**config.mk**
```make
export PLATFORM = sky130hd
export DESIGN_NAME = aes_round_key_sequencer_flat
export DESIGN_NICKNAME = d
export VERILOG_FILES = /design/src/rtl/aes_pkg.sv /design/src/rtl/aes_round_key_sequencer_if.sv /design/src/rtl/aes_rk_mem.sv /design/src/rtl/aes_round_key_sequencer.sv /design/src/flat_wrapper.sv
export SDC_FILE = /design/constraint.sdc
export NUM_CORES = 2
export LEC_CHECK = 0
export ABC_AREA = 1
export CAP_MARGIN = 15
export CELL_PAD_IN_SITES_DETAIL_PLACEMENT = 0
export CELL_PAD_IN_SITES_GLOBAL_PLACEMENT = 1
export CORE_ASPECT_RATIO = 2
export CORE_MARGIN = 4
export CORE_UTILIZATION = 30
export DETAILED_ROUTE_END_ITERATION = 16
export PLACE_DENSITY = 0.55
export SLEW_MARGIN = 10
export SYNTH_ARGS = -nofsm -noshare
export SYNTH_HDL_FRONTEND = slang
export SYNTH_SLANG_ARGS = --single-unit
```
**constraint.sdc**
```tcl
create_clock -name clk -period 2.1 [get_ports clk]
set_input_delay 0.315 -clock clk [delete_from_list [all_inputs] [get_ports clk]]
set_output_delay 0.315 -clock clk [all_outputs]
set_load 0.02 [all_outputs]
```
**src/rtl/aes_pkg.sv**
```systemverilog
// aes_pkg: shared constants and FSM encoding for the AES round key sequencer.
package aes_pkg;
    localparam int NR = 10;
    localparam int KEY_BYTES = 16;
    localparam int SCHED_BYTES = (NR + 1) * KEY_BYTES;
    localparam logic [7:0] LAST_ADDR = 8'(SCHED_BYTES - 1);
    localparam logic [3:0] MAX_ROUND = 4'(NR);
    localparam logic [3:0] AUTO_ROUND = 4'hF;
    typedef enum logic [1:0] {IDLE, CAPTURE, READY, STREAM} state_t;
endpackage

```
**src/rtl/aes_round_key_sequencer_if.sv**
```systemverilog
// aes_round_key_sequencer_if: key expansion byte feed plus encrypt-core round key handshake.
interface aes_round_key_sequencer_if;
    logic       key_start;
    logic       ke_byte_valid;
    logic [7:0] ke_byte;
    logic       enc_req;
    logic [3:0] enc_round;
    logic [7:0] rk_byte;
    logic       rk_valid;
    logic       rk_last;
    logic       keys_ready;
    logic       busy;
    logic       err;
    modport master (
        output key_start, ke_byte_valid, ke_byte, enc_req, enc_round,
        input  rk_byte, rk_valid, rk_last, keys_ready, busy, err
    );
    modport slave (
        input  key_start, ke_byte_valid, ke_byte, enc_req, enc_round,
        output rk_byte, rk_valid, rk_last, keys_ready, busy, err
    );
endinterface

```
**src/rtl/aes_rk_mem.sv**
```systemverilog
// aes_rk_mem: 176x8 round key store with synchronous write and registered read.
module aes_rk_mem
    import aes_pkg::*;
(
    input  logic       clk,
    input  logic       rst,
    input  logic       we,
    input  logic [7:0] wa,
    input  logic [7:0] wd,
    input  logic       re,
    input  logic [7:0] ra,
    output logic [7:0] rd
);
    logic [7:0] mem [SCHED_BYTES];
    always_ff @(posedge clk)
        if (we) mem[wa] <= wd;
    // Only the read register is reset; the array contents are left undefined.
    always_ff @(posedge clk or posedge rst)
        if (rst) rd <= '0;
        else if (re) rd <= mem[ra];
endmodule

```
**src/rtl/aes_round_key_sequencer.sv**
```systemverilog
// aes_round_key_sequencer: captures the 176-byte key schedule and replays round keys on request.
// Optional macro AES_RK_AUTOSEQ_EN: enc_round=4'hF streams all rounds back-to-back.
module aes_round_key_sequencer
    import aes_pkg::*;
(
    input logic clk,
    input logic rst,
    aes_round_key_sequencer_if.slave bus
);
`ifdef AES_RK_AUTOSEQ_EN
    localparam bit AUTO_EN = 1'b1;
`else
    localparam bit AUTO_EN = 1'b0;
`endif
    state_t state, state_nxt;
    logic [7:0] cap_cnt, ptr, start, rd_addr, rk_q;
    logic auto_mode, auto_req, round_ok, at_end, window;
    logic accept, reject, rd_en, wr_en, err_q;
    always_comb begin
        auto_req = AUTO_EN && bus.enc_round == AUTO_ROUND;
        round_ok = bus.enc_round <= MAX_ROUND || auto_req;
        at_end = state == STREAM && (auto_mode ? ptr == LAST_ADDR : ptr[3:0] == 4'hF);
        window = state == READY || at_end;
        accept = bus.enc_req && !bus.key_start && window && round_ok;
        reject = bus.enc_req && !bus.key_start &&
                 (state == IDLE || state == CAPTURE || (window && !round_ok));
        start = auto_req ? 8'h00 : {bus.enc_round, 4'h0};
        wr_en = state == CAPTURE && bus.ke_byte_valid && !bus.key_start;
        // Read address runs one byte ahead of the byte on rk_byte.
        rd_en = accept || (state == STREAM && !at_end && !bus.key_start);
        rd_addr = accept ? start : ptr + 8'd1;
    end
    always_ff @(posedge clk or posedge rst)
        if (rst) state <= IDLE;
        else state <= state_nxt;
    always_comb begin
        state_nxt = state;
        if (bus.key_start) state_nxt = CAPTURE;
        else if (wr_en && cap_cnt == LAST_ADDR) state_nxt = READY;
        else if (accept) state_nxt = STREAM;
        else if (at_end) state_nxt = READY;
    end
    always_comb begin
        bus.rk_byte = rk_q;
        bus.rk_valid = state == STREAM;
        bus.rk_last = state == STREAM && ptr[3:0] == 4'hF;
        bus.keys_ready = state == READY || state == STREAM;
        bus.busy = state == CAPTURE || state == STREAM;
        bus.err = err_q;
    end
    always_ff @(posedge clk or posedge rst)
        if (rst) begin
            cap_cnt <= '0;
            ptr <= '0;
            auto_mode <= 1'b0;
            err_q <= 1'b0;
        end else begin
            err_q <= reject;
            cap_cnt <= bus.key_start ? 8'd0 : wr_en ? cap_cnt + 8'd1 : cap_cnt;
            if (accept) begin
                ptr <= start;
                auto_mode <= auto_req;
            end else if (rd_en) ptr <= rd_addr;
        end
    aes_rk_mem u_mem (
        .clk(clk),
        .rst(rst),
        .we(wr_en),
        .wa(cap_cnt),
        .wd(bus.ke_byte),
        .re(rd_en),
        .ra(rd_addr),
        .rd(rk_q)
    );
endmodule

```
**src/flat_wrapper.sv**
```systemverilog
// flat-port wrapper written by rule: the top's interface ports become plain ports
module aes_round_key_sequencer_flat import aes_pkg::*;
  (clk, rst, bus_key_start, bus_ke_byte_valid, bus_ke_byte, bus_enc_req, bus_enc_round, bus_rk_byte, bus_rk_valid, bus_rk_last, bus_keys_ready, bus_busy, bus_err);
  aes_round_key_sequencer_if bus_i ();
  input logic clk;
  input logic rst;
  input wire logic [$bits(bus_i.key_start)-1:0] bus_key_start;
  input wire logic [$bits(bus_i.ke_byte_valid)-1:0] bus_ke_byte_valid;
  input wire logic [$bits(bus_i.ke_byte)-1:0] bus_ke_byte;
  input wire logic [$bits(bus_i.enc_req)-1:0] bus_enc_req;
  input wire logic [$bits(bus_i.enc_round)-1:0] bus_enc_round;
  output wire logic [$bits(bus_i.rk_byte)-1:0] bus_rk_byte;
  output wire logic [$bits(bus_i.rk_valid)-1:0] bus_rk_valid;
  output wire logic [$bits(bus_i.rk_last)-1:0] bus_rk_last;
  output wire logic [$bits(bus_i.keys_ready)-1:0] bus_keys_ready;
  output wire logic [$bits(bus_i.busy)-1:0] bus_busy;
  output wire logic [$bits(bus_i.err)-1:0] bus_err;
  assign bus_i.key_start = bus_key_start;
  assign bus_i.ke_byte_valid = bus_ke_byte_valid;
  assign bus_i.ke_byte = bus_ke_byte;
  assign bus_i.enc_req = bus_enc_req;
  assign bus_i.enc_round = bus_enc_round;
  assign bus_rk_byte = bus_i.rk_byte;
  assign bus_rk_valid = bus_i.rk_valid;
  assign bus_rk_last = bus_i.rk_last;
  assign bus_keys_ready = bus_i.keys_ready;
  assign bus_busy = bus_i.busy;
  assign bus_err = bus_i.err;
  aes_round_key_sequencer u_core (.clk(clk), .rst(rst), .bus(bus_i));
endmodule
```
# After elaboration in Yosys (flattened, before gate mapping)
# Memory sizes are Yosys's and may differ from the RTL's. A register that Yosys moved wholly into a read port is not among the register bits.
# Index checks and enable logic that the tools add are counted.
dict set report word_totals {
  out_inout_bits 13
  regBits 19
  in_bits 17
  n_memories 1
  ramBits 1408
  word_cells 48
}
# memory depth word_bits read_ports rd_clocked_by_memory_dff wr line
set mem_list {}
lappend mem_list {u_core.u_mem.mem 176 8 1 1 1 aes_rk_mem.sv:14} ;# logic [7:0] mem [SCHED_BYTES];
dict set report op_classes {
  n_eq_ne 5
  order_cmp 1
  addsub 2
  n_reduce_logical 24
  mux 11
}
# cell n
set op_table {}
lappend op_table {{$mux W8} 5}
lappend op_table {{$add A8 B1 Y8 const B} 2}
lappend op_table {{$logic_and A1 B1 Y1} 11}
lappend op_table {{$eq A8 B8 Y1 const B} 1}
lappend op_table {{$mux W2} 4}
lappend op_table {{$logic_or A1 B1 Y1} 6}
lappend op_table {{$eq A2 B2 Y1 const B} 2}
lappend op_table {{$eq A4 B4 Y1 const B} 1}
lappend op_table {{$le A4 B4 Y1 const B} 1}
lappend op_table {{$reduce_bool A2 Y1} 2}
lappend op_table {{$reduce_bool A4 Y1} 1}
lappend op_table {{$logic_not A1 Y1} 3}
lappend op_table {{$eq A2 B1 Y1 const B} 1}
lappend op_table {{$logic_not A2 Y1} 1}
lappend op_table {{$mux W1} 2}

# Depth between registers and ports, before layout
dict set report logic_depth {
  ltp_word 8
  mapped_depth 18
  mapped_depth_nobuf 16
}

# Hierarchy
# Synthesis repeated with hierarchy kept, for this count alone.
dict set report hier_totals {
  cells_unflattened 5088
  hier_area_um2 59276.9
}
# module cells_each instances area_per_inst_um2 seq_area_each_um2
set by_module_without_submodules {}
lappend by_module_without_submodules {aes_rk_mem 4912 1 58021.9 42480.7}
lappend by_module_without_submodules {aes_round_key_sequencer 176 1 1255.0 475.5}

# Worst setup path after synthesis
# No wires, ideal clock.
dict set report synth_path {
  path_kind {flip-flop to flip-flop}
  start {reg u_core.ptr[1]}
  end {reg u_core.u_mem.rd[2], read port of u_core.u_mem.mem}
  t_arrival_ns 2.245
  period_less_slack_ns 2.364
  path_stages_with_launch 14
  n_path_buf 3
  required_time_ns 1.981
  path_slack_ns -0.264
  setup_time_ns 0.119
  path_cell_list {dfrtp_1 -> ha_1 -> buf_1 -> nand2_4 -> inv_2 -> clkbuf_1 -> buf_1 -> nand3_1 -> nand3_1 -> nand3_1 -> nand3_1 -> nand3_1 -> nand3_1 -> nand2_1}
}
dict set report synth_via {
  elab_chain_cells 6
  elab_cells_between_ends 11
  cone_classes {add/sub (1); eq/ne (1); mux (1); reduce/logical (8)}
}
# element line
set synth_lines {}
lappend synth_lines {{from (decl)} aes_round_key_sequencer.sv:16} ;# logic [7:0] cap_cnt, ptr, start, rd_addr, rk_q;
lappend synth_lines {{from (signal assigned)} aes_round_key_sequencer.sv:61} ;# ptr <= start;
lappend synth_lines {{from (signal assigned)} aes_round_key_sequencer.sv:63} ;# end else if (rd_en) ptr <= rd_addr;
lappend synth_lines {{parallel branches: the longest is 6 deep, another holds $add A8 B1 Y8} n/a}
lappend synth_lines {{to (decl)} aes_rk_mem.sv:12} ;# output logic [7:0] rd
# Parallel ways; which one is timed is not known.
# A chain may end at the register's enable or synchronous reset.

# Worst setup path after layout
dict set report layout_path {
  start {reg u_core.ptr[0]}
  end {reg u_core.u_mem.rd[2], read port of u_core.u_mem.mem}
}
# The elaborated chain is that of the path after synthesis.

==> results.cfg <==
[status]
run_status = finished, violations left
violations = negative setup slack

[detailed_routing]
viasPerCell = 4.73
first_pass_iters = 6
antenna_left = 0
drc = 0
vias = 44391
wire_per_inst_um = 24.2
drt_iter0_drc = 3153
wl_um = 227000

[worst_setup_path]
path_buf_inv = 3
crit_chain = ha_4, nand3_4, a21oi_4, nand2_8, nand2_8, buf_12, bufbuf_16, o211ai_1, nand3_1, nand3_2, nand3_2, nand2_2, nand2_2, a21oi_2, buf_4, nand2_1
r2r_cells = 16
cp_slowest_stage_delay_ns = 0.42
cp-start-kind = register
reg2reg_from = u_core.ptr[0]
cp.depth = 16
crit_fanout = 15
crit_arrival_ns = 3.69
worst-setup-path-type = reg -> reg
crit_path_start = u_core.ptr[0]
required_ns = 2.80
cpLargestDelayFamily = simple AND/OR/NAND/NOR gates
end_kind = register
worst_path_max_delay_cell = dfrtp_1

[logic_synthesis]
ys_warn_count = 0
synthTopCellsByCount = 1408 x edfxtp_1, 1282 x nand2_1, 1242 x nand3_1
synth_nets = 6014
synth-seq-cells = 1435
avgSynthCellArea_sq_um = 10.5
yosysUniqueCellTypes = 36
synth_edf_count = 1408
async_reset_ff_frac = 0.0188
synth-seq-area-share = 0.683
yosys.area.top_type = edfxtp_1
mappedNetlistArea_sq_mm = 0.0629
synthTopCellsByArea = edfxtp_1 67%, nand3_1 9.9%, nand2_1 7.6%, inv_1 6.7%, nor2_1 1.7%
synth.most_common_cell = edfxtp_1
synthCells = 5992
synth.top_cell.area_share = 0.672
synthFlopType = edfxtp_1

[clock_network]
cts.sinks = 1435
cts_inserted_buffers = 141
clockBufferDepth = 4
clock_latency_ns = 0.80
clk_pin_slew_ns = 0.07
clockRootBuffer = clkbuf_16
cts_tree = yes
htreeDepth = 4

[final_layout]
area_growth_pct = 26.8
drive_gt1_frac = 0.196
nets = 6564

[floorplanning]
die_w_um = 332
die-area_sq_mm = 0.218
coreArea_sq_mm = 0.208
fp-row-count = 237
fp.dieH_um = 656
initial_core_util = 0.302
ios = 30

[timing]
fin_worst_skew_ns = 0.0337
max_freq_mhz = 334
hold_viol_final = 0
setup_viol = 17
rsz0062_at_grt = yes
worstMarginPinSlew_ns = 0.754
post-route-period-util = 1.42
relSlewSlack = 0.498
setup_slack_ns = -0.892
holdWs_ns = 0.0578
slew_violations = 0
finalCriticalPeriod_ns = 2.99

[power_and_ir_drop]
p_leak_nw = 32.7
irDropWorstVdd_uv = 1140
p_per_area_mw_per_mm2 = 1290

[grt]
grt_pass1_vias = 44859
grt.total_usage = 0.201
grt_max_degree = 51
grt_overflow_total = 0
grt_pass1_wl_um = 320000
antenna_found_initial = 6

[placed_design]
gp_congestion = 0.876
port_buffers = 29
post-place-ws_ns = -2.02
hpwl_um = 148000

[worst_hold_path]
min_path_cells = 1
min_from = bus_ke_byte[5]
hp-class = in -> reg

[flow_run]
drv_cap = 0
-- logic make-up (layout without fill, tap and decap cells) --
kind of cell               after synthesis  in the layout  synth area share
adders and majority gates                5              5          0.000994
other                                    0              4                 0
AOI/OAI and AO/OA                      213            213            0.0243
xor gates and xnor gates                 2              2          0.000278
and+or+nand+nor                       2857           2858             0.197
buffers and inverters                 1480           2126            0.0947
DFF                                   1435           1435             0.683
-- final timing paths --
check	end	slack, ns
worst max-delay path	u_core.u_mem.rd[2]	-0.89
worst min-delay path	u_core.u_mem.mem[160][5]	0.06
worst max register to register	u_core.u_mem.rd[2]	-0.89
worst min register to register	u_core.ptr[5]	0.50
max in group asynchronous	u_core.u_mem.rd[1]	1.22
min in group asynchronous	u_core.cap_cnt[0]	0.47
-- placed cells by master, fill, tap and decap left out, types with 22 or more instances in the layout --
master	synthesis	layout
nor2_2	1	29
inv_1	1129	1119
edfxtp_1	1408	1408
nand3_2	2	184
buf_16	0	23
buf_6	7	63
dfrtp_1	27	22
clkbuf_16	0	154
nand3_4	0	51
clkbuf_1	122	27
nand2_2	2	25
nor2_1	293	254
buf_12	0	133
o211ai_1	144	144
nand2_1	1282	1247
buf_4	51	472
nand3_1	1242	1009
-- state kept, by name (all words and copies together) (netlist names) --
signal	cells
u_core.state	2
u_core.ptr	8
u_core.bus.err	1
u_core.cap_cnt	8
u_core.u_mem.mem	1408
u_core.u_mem.rd	8
-- timing repair --
action	in CTS	in global routing
endpoints found under the setup margin	884	1099
buffers inserted	31	19
cloned	19	9
hold endpoints to repair	52	0
hold buffers	3	0
resized for setup	366	214
pin swaps	70	77
-- report_power, final --
part | internal [mW] | total, mW | switching [mW] | leakage (nW)
clock | 14.8 | 25.9 | 11.1 | 2.20
combinational | 16.9 | 45.5 | 28.6 | 17.5
sequential | 31.6 | 31.8 | 0.255 | 13.0
-- area by class of cell --
class | count | area (sq um)
fillers | 20346 | 129000
flip-flops and latches | 1435 | 43000
multi-input cells | 3078 | 16000
repair buffers | 754 | 8600
inverters | 1132 | 4270
clock buffers | 174 | 3760
well taps | 2748 | 3440
clock inverters | 66 | 774
diodes | 4 | 10.0
-- through the flow --
step / TNS, ns / util / total power, mW / instance area [sq um] / instances
finish: -7.13 / 0.383 / 103 / 79800 / 9391
global route: -9.31 / 0.383 / 108 / 79800 / 9388
CTS: -8.18 / 0.378 / 103 / 78700 / 9371
detailed placement: -454.69 / 0.344 / 71.4 / 71600 / 9085
global placement: -452.13 / 0.344 / 71.5 / 71600 / 9085
floorplan: -0.264 / - / 51.3 / 63100 / 5992
-- routing by layer --
layer,part of all wire,track usage,vias to the layer above
met5,0.00019,0,-
met4,0.059,0.0960,6
met3,0.030,0.0171,415
met2,0.55,0.395,1017
met1,0.36,0.214,22043
li1,-,-,20910
(Power assumes the default switching activity.)
